<file path="src/rtl/display_driver_scan_controller.sv">
// Row/bit-plane scan controller for a multiplexed LED panel: overlaps the next row load with the current binary-weighted on-time.
// Optional DISPLAY_SCAN_DEADTIME_EN adds deadtime blank cycles and a post-latch dark gap.
module display_driver_scan_controller #(
  parameter int unsigned rows        = 16,
  parameter int unsigned bit_depth   = 4,
  parameter int unsigned base_cycles = 8,
  parameter int unsigned deadtime    = 2,
  localparam int unsigned RW = (rows > 1) ? $clog2(rows) : 1,
  localparam int unsigned PW = (bit_depth > 1) ? $clog2(bit_depth) : 1
) (
  input  logic          clk,
  input  logic          rst,
  input  logic          enable,
  output logic          load,
  input  logic          complete,
  output logic [RW-1:0] load_row,
  output logic [PW-1:0] load_plane,
  output logic [RW-1:0] row,
  output logic [PW-1:0] plane,
  output logic          lat,
  output logic          oe_n,
  output logic          frame_start
);

  localparam int unsigned TMAX = base_cycles << (bit_depth - 1);
  localparam int unsigned TW   = (TMAX > 1) ? $clog2(TMAX + 1) : 1;

  typedef enum logic [2:0] {IDLE, LOAD, WAIT, BLANK, LATCH} state_t;

  state_t        state_q, state_d;
  logic [TW-1:0] timer_q, timer_d;
  logic [RW-1:0] row_q, row_d, load_row_q, load_row_d;
  logic [PW-1:0] plane_q, plane_d, load_plane_q, load_plane_d;
  logic          load_q, load_d, lat_q, lat_d, oe_n_q, oe_n_d, fs_q, fs_d;
  logic [TW-1:0] on_time;

`ifdef DISPLAY_SCAN_DEADTIME_EN
  localparam int unsigned GW = (deadtime > 0) ? $clog2(deadtime + 1) : 1;
  logic [GW-1:0] gap_q, gap_d, blank_q, blank_d;
  logic [TW-1:0] pend_q, pend_d;
  logic          dark_done;
  assign dark_done = (timer_q == '0) && (gap_q == '0);
`else
  logic          dark_done;
  assign dark_done = (timer_q == '0);
`endif

  assign on_time = TW'(base_cycles) << plane_q;

  // Next-state, counters and registered-output values
  always_comb begin
    state_d      = state_q;
    timer_d      = (timer_q != '0) ? timer_q - TW'(1) : timer_q;
    row_d        = row_q;
    plane_d      = plane_q;
    load_row_d   = load_row_q;
    load_plane_d = load_plane_q;
`ifdef DISPLAY_SCAN_DEADTIME_EN
    gap_d   = (gap_q != '0) ? gap_q - GW'(1) : gap_q;
    pend_d  = pend_q;
    blank_d = blank_q;
    if (gap_q == GW'(1)) timer_d = pend_q;
`endif
    case (state_q)
      IDLE: if (enable) state_d = LOAD;
      LOAD: if (complete) state_d = WAIT;
      WAIT: if (dark_done) state_d = BLANK;
      BLANK: begin
`ifdef DISPLAY_SCAN_DEADTIME_EN
        if (blank_q == GW'(deadtime)) begin
          blank_d = '0;
          state_d = LATCH;
          row_d   = load_row_q;
          plane_d = load_plane_q;
        end else begin
          blank_d = blank_q + GW'(1);
        end
`else
        state_d = LATCH;
        row_d   = load_row_q;
        plane_d = load_plane_q;
`endif
      end
      LATCH: begin
`ifdef DISPLAY_SCAN_DEADTIME_EN
        if (deadtime == 0) begin
          timer_d = on_time;
        end else begin
          gap_d  = GW'(deadtime);
          pend_d = on_time;
        end
`else
        timer_d = on_time;
`endif
        if (load_plane_q == PW'(bit_depth - 1)) begin
          load_plane_d = '0;
          load_row_d   = (load_row_q == RW'(rows - 1)) ? '0 : load_row_q + RW'(1);
        end else begin
          load_plane_d = load_plane_q + PW'(1);
        end
        state_d = enable ? LOAD : IDLE;
      end
      default: state_d = IDLE;
    endcase
    load_d = (state_d == LOAD);
    lat_d  = (state_d == LATCH);
    fs_d   = (state_d == LATCH) && (row_d == '0) && (plane_d == '0);
    oe_n_d = (timer_d == '0) || (state_d == BLANK) || (state_d == LATCH);
  end

  always_ff @(posedge clk or posedge rst) begin
    if (rst) begin
      state_q      <= IDLE;
      timer_q      <= '0;
      row_q        <= '0;
      plane_q      <= '0;
      load_row_q   <= '0;
      load_plane_q <= '0;
      load_q       <= 1'b0;
      lat_q        <= 1'b0;
      oe_n_q       <= 1'b1;
      fs_q         <= 1'b0;
    end else begin
      state_q      <= state_d;
      timer_q      <= timer_d;
      row_q        <= row_d;
      plane_q      <= plane_d;
      load_row_q   <= load_row_d;
      load_plane_q <= load_plane_d;
      load_q       <= load_d;
      lat_q        <= lat_d;
      oe_n_q       <= oe_n_d;
      fs_q         <= fs_d;
    end
  end

`ifdef DISPLAY_SCAN_DEADTIME_EN
  always_ff @(posedge clk or posedge rst) begin
    if (rst) begin
      gap_q   <= '0;
      pend_q  <= '0;
      blank_q <= '0;
    end else begin
      gap_q   <= gap_d;
      pend_q  <= pend_d;
      blank_q <= blank_d;
    end
  end
`endif

  assign load        = load_q;
  assign lat         = lat_q;
  assign oe_n        = oe_n_q;
  assign frame_start = fs_q;
  assign row         = row_q;
  assign plane       = plane_q;
  assign load_row    = load_row_q;
  assign load_plane  = load_plane_q;

endmodule

</file>
<file path="config.mk">
export PLATFORM = sky130hd
export DESIGN_NAME = display_driver_scan_controller
export DESIGN_NICKNAME = d
export VERILOG_FILES = /design/src/rtl/display_driver_scan_controller.sv
export SDC_FILE = /design/constraint.sdc
export NUM_CORES = 1
export LEC_CHECK = 0
export BUFFER_PORTS_ARGS = -buffer_cell sky130_fd_sc_hd__buf_4
export CORE_ASPECT_RATIO = 0.9
export CORE_MARGIN = 2
export CORE_UTILIZATION = 54
export DETAILED_ROUTE_END_ITERATION = 10
export PLACE_DENSITY = 0.79
export SLEW_MARGIN = 0
export SYNTH_ARGS = -nofsm -noshare
export SYNTH_HDL_FRONTEND = slang
export SYNTH_SLANG_ARGS = --single-unit
export TNS_END_PERCENT = 100
</file>
<file path="constraint.sdc">
create_clock -name clk -period 1.7 [get_ports clk]
set_input_delay 0 -clock clk [delete_from_list [all_inputs] [get_ports clk]]
set_output_delay 0 -clock clk [all_outputs]
set_load 0.1 [all_outputs]
</file>
# Word level (Yosys, flattened, before mapping)
# Cells that the tools add are included.
word_totals:
  word_cells: 45
  output_inout_bits: 16
  reg_bits: 26
classes:
  add_sub_neg: 3
  muxes: 11
  n_reduce_logical: 11
  n_shift: 1
  n_eq_ne: 9
ops:
  columns: ["cell", "n"]
  rows:
  - ["$pmux 3 s5", 1]
  - ["$logic_not 7->1", 2]
  - ["$mux 7", 2]
  - ["$eq 3x2->1 const B", 3]
  - ["$mux 3", 3]
  - ["$mux 4", 2]
  - ["$reduce_bool 7->1", 1]
  - ["$shl 4x2->7 const A", 1]
  - ["$sub 7x1->7 const B", 1]
  - ["$eq 3x1->1 const B", 2]
  - ["$eq 3x3->1 const B", 2]
  - ["$add 4x1->4 const B", 1]
  - ["$eq 4x4->1 const B", 1]
  - ["$logic_not 4->1", 1]
  - ["$mux 2", 2]
  - ["$logic_not 3->1", 1]
  - ["$add 2x1->2 const B", 1]
  - ["$eq 2x2->1 const B", 1]
  - ["$logic_and 1x1->1", 2]
  - ["$logic_not 2->1", 1]
  - ["$logic_or 1x1->1", 2]
  - ["$reduce_and 2->1", 1]
  - ["$mux 1", 1]

# Depth between registers and ports, before layout
logic_depth:
  depth_word: 6
  ltp_mapped: 7
  depth_no_buf: 7

# Worst setup path before layout
# No wires, ideal clock.
synth_path:
  path_kind: "reg2reg"
  from: "register load_plane_q[0], in the netlist load_plane[0]"
  to: "register load_row_q[3], in the netlist load_row[3]"
  n_path_buf: 0
  arrival_time_ns: 1.670
  setup_slack_ns: -0.133
  path_stages_with_launch: 5
  period_less_slack_ns: 1.833
  path_cell_list: "dfrtp_1 -> ha_1 -> nand3_1 -> o21ai_0 -> o31ai_1"
synth_via:
  elab_chain_len: 2
synth_rtl:
  columns: ["item", "line_no", "text"]
  rows:
  - ["start: declaration", "33", "logic [PW-1:0] plane_q, plane_d, load_plane_q, load_plane_d;"]
  - ["start signal: assignment", "129", "load_plane_q <= load_plane_d;"]
  - ["$eq 2x2->1", "95", "if (load_plane_q == PW'(bit_depth - 1)) begin"]
  - ["$reduce_and 2->1 (no source line)", null, null]
  - ["end signal: assignment", "128", "load_row_q <= load_row_d;"]
  - ["end: declaration", "32", "logic [RW-1:0] row_q, row_d, load_row_q, load_row_d;"]
# No other way between the ends.
# A chain may end at the register's enable or synchronous reset.

# Final worst setup path
layout_path:
  from: "register timer_q[2]"
  to: "register oe_n_q, in the netlist oe_n"
layout_via:
  elab_chain_len: 6
  word_cells_on_any_way: 12
  cone_classes: "1 x add/sub; 2 x eq/ne; 4 x mux; 5 x reduce/logical"
layout_rtl:
  columns: ["item", "line_no", "text"]
  rows:
  - ["start: declaration", "31", "logic [TW-1:0] timer_q, timer_d;"]
  - ["start signal: assignment", "125", "timer_q <= timer_d;"]
  - ["$sub 7x1->7, or another cell as far along", "53", "timer_d = (timer_q != '0) ? timer_q - TW'(1) : timer_q;"]
  - ["$mux 7 or $mux 3 (tied branches)", "53, 67", null]
  - ["$mux 7 or $pmux 3 s5 (tied branches)", "64", "case (state_q)"]
  - ["$logic_not 7->1 or $eq 3x2->1 (tied branches)", "108", "oe_n_d = (timer_d == '0) || (state_d == BLANK) || (state_d == LATCH);"]
  - ["$logic_or 1x1->1", "108", null]
  - ["$logic_or 1x1->1 (*)", "108", null]
  - ["named net oe_n_d", "34", "logic load_q, load_d, lat_q, lat_d, oe_n_q, oe_n_d, fs_q, fs_d;"]
  - ["end signal: assignment", "132", "oe_n_q <= oe_n_d;"]
  - ["end: declaration", "34", null]
# The timed path passes the listed nets; every way through them passes the cells marked *.

==> results.toml <==
[grt]
grt_antenna_before_repair = 0
grt_overflow = 0
grt_max_degree = 27
grt_pass1_vias = 954
grt_use_total_pct = 22.30
grt_pass1_wl_um = 4416

[worst_setup_path]
worst_r2r_endpoint = "oe_n"
slowest_stage = "dfrtp_2"
timing.rr.start = "timer_q[2]"
worstPathMaxFanout = 6
end_kind = "register"
critical_path_class = "reg -> reg"
start_kind = "register"
crit_arrival_ns = 1.85
r2r_cells = 5
worstPathRequired_ns = 1.96
crit_chain = "nor4_4 > nand3b_4 > a311o_1 > o2111ai_1 > o21ai_1"
max_stage_delay_ns = 0.49
rrSetupSlack_ns = 0.11

[routing]
firstDrtPassIters = 4
drt_wl_total_um = 2627
drc_errors = 0
viasPerCell = 5.808
vias = 970
drtIter0Drc = 18
ant_nets = 0
avgRoutedWirePerCell_um = 15.73

[logic_synthesis]
synth.avg_cell_area_um2 = 11.14
netlist_area_um2 = 1247
yosys.area_share.simple_pct = 18.36
synth-main-ff-cell = "dfrtp_1"
ys_seq_area_share_pct = 52.26
synth_xor_area_share_pct = 4.213
synth_fp_nets = 120
yosys.area_share.adder_pct = 4.012
synth_compound_area_share_pct = 9.829
synthMostInstantiatedCell = "dfrtp_1"
yosys_warnings = 0
synth_top_family_by_area = "simple AND/OR/NAND/NOR gates"
synthMuxAreaShare_pct = 8.826
synth_common_cells = "dfrtp_1, nand2_1, nor2_1"
netlist_instances = 112
synth_top_cell_area_share_pct = 50.15
postSynth.asyncResetShare_pct = 100.0
ys_seq_elements = 26
yosysUniqueCellTypes = 33
synth_edf_count = 0
yosys-top-cells-area = "dfrtp_1, mux2_2, ha_1"
synth.largest_area_cell = "dfrtp_1"

[sta]
tightest_slew_ns = 0.3688
fin_tns_setup_ns = 0
hold_ws_ns = 0.05532
fmax_ghz = 0.6293
finalHoldViolCount = 0
fin_skew_ns = 0.004399
fin_crit_sh_pct = 93.47
slew_headroom_pct = 75.07
rsz0062_at_grt = "false"
setup_viol = 0
fin_crit_ns = 1.589
report.final.slew_viol_count = 0

[layout]
drive_above_1_share_pct = 34.29
seqCellArea_um2 = 659.4
fin_nets = 149
multi_input_area_um2 = 574.3
instances_no_fill = 167
area_growth_pct = 22.07
n_fill_cell = 170
design_area_um2 = 1523
fin_util_pct = 69.78
diodes = 0

[placement]
dp.cells = 161
io_buffers = 19
dpl_cell_area_um2 = 1454
place_hpwl_um = 1923
place_congestion = 0.8613

[die]
die_h_um = 49.60
initial_core_util_pct = 57.17
core_um2 = 2182
num_io_pins = 20
placementRows = 16
die_area_um2 = 2711
die_w_um = 54.67

[cts]
cts_root_buf = "clkbuf_4"
cts_sinks = 26
worst_skew_pair.late_latency_ns = 0.32
clk_pin_slew_worst_paths_ns = 0.13
cts_tree = "yes"
clockBufferDepth = 2
h-tree-depth = 1
cts_made_buffers = 3

[job]
cap_violations = 0

[power]
power_frac_clock_pct = 10.1
seq_power_share_pct = 37.3
max-vdd-ir-drop_uv = 1336
power.switching_w = 0.001541
swShare_pct = 51.17
p_leak_nw = 0.7685
intPower_w = 0.001470
pwr-share-comb_pct = 52.5
powerDensity_nw_per_um2 = 1978

[status]
status = "finished, final reports clean"

[hold_path]
hp-class = "in -> reg"
hold_start = "complete"
hold_end = "state_q[1]"
worstHoldPathCells = 4
[registers in the layout (all words and copies together), names as in the netlist]
| name | flops |
|---|---|
| frame_start | 1 |
| lat | 1 |
| load | 1 |
| load_plane | 2 |
| load_row | 4 |
| oe_n | 1 |
| plane | 2 |
| row | 4 |
| state_q | 3 |
| timer_q | 7 |
[timing repair]
| action | 4_1_cts | 5_1_grt |
|---|---|---|
| hold endpoints to repair | 26 | 0 |
| hold buffers | 2 | 0 |
| endpoints found under the setup margin | 0 | 1 |
| resized for setup | 0 | 4 |
| setup buffers | 0 | 0 |
[power by group through the flow]
stage          Combinational, W  Sequential (W)  Clock [W]
2_1_floorplan          0.000634         0.00166          0
3_3_place_gp            0.00151         0.00110          0
3_5_place_dp            0.00155         0.00112          0
4_1_cts                 0.00157         0.00110   0.000316
5_1_grt                 0.00171         0.00115   0.000344
6_report                0.00158         0.00112   0.000305
[layout by cell type, fill, tap and decap left out, types with 3 or more instances in the layout]
cell | synthesis | layout
xnor2_1 | 4 | 4
ha_1 | 4 | 4
nand3_1 | 3 | 3
inv_1 | 7 | 7
nor2_1 | 11 | 11
nand2_1 | 12 | 12
buf_4 | 0 | 23
mux2_2 | 8 | 8
dfrtp_2 | 0 | 6
o21ai_0 | 6 | 6
clkbuf_4 | 0 | 3
dfrtp_1 | 25 | 19
[kinds of logic (layout without fill, tap and decap cells)]
| family | count (synthesis) | in the layout |
|---|---|---|
| AND/OR/NAND/NOR | 40 | 40 |
| flip-flops | 26 | 26 |
| AO/OA/AOI/OAI | 18 | 18 |
| multiplexers | 10 | 10 |
| buffers and inverters | 8 | 36 |
| XOR/XNOR | 6 | 6 |
| adder cells (fa/ha/maj) | 4 | 4 |
[worst max path at each step]
| stage | cells past startpoint | slack, ns | endpoint | start |
|---|---|---|---|---|
| floorplan | 2 | 0.08 | frame_start | load_row[3] |
| global placement | 5 | 0.17 | oe_n | timer_q[2] |
| detailed placement | 6 | 0.10 | oe_n | timer_q[0] |
| CTS | 5 | 0.05 | oe_n | timer_q[2] |
| global route | 6 | 0.004 | oe_n | timer_q[0] |
| finish | 5 | 0.11 | oe_n | timer_q[2] |
[cell type report]
type                    count  share of cell area (%)
inverters                   7                   1.726
flip-flops and latches     26                   43.30
multi-input cells          78                   37.72
repair buffers             25                   12.65
clock buffers               4                   2.383
well taps                  27                   2.219
[worst max-delay path, delay by kind of cell (launching register included)]
kind,cells,cell delay (ns)
AOI/OAI and AO/OA,3,0.57
DFF,1,0.49
and+or+nand+nor,2,0.48
[per-layer routing]
| layer | vias to the layer above | wire, µm | GRT usage, % |
|---|---|---|---|
| li1 | 456 | - | - |
| met1 | 479 | 1140 | 30.22 |
| met2 | 33 | 1337 | 36.51 |
| met3 | 2 | 140 | 6.667 |
| met4 | 0 | 10 | 1.250 |
| met5 | - | 0 | 0 |
[metrics by stage]
step | power, W | setup WS, ns
4_1_cts | 0.002983 | 0.05173
3_5_place_dp | 0.002668 | 0.1002
2_1_floorplan | 0.002298 | 0.08316
6_report | 0.003011 | 0.1110
5_1_grt | 0.003207 | 0.003892
3_3_place_gp | 0.002605 | 0.1715
Note: power is estimated with default switching activity, not from simulation.
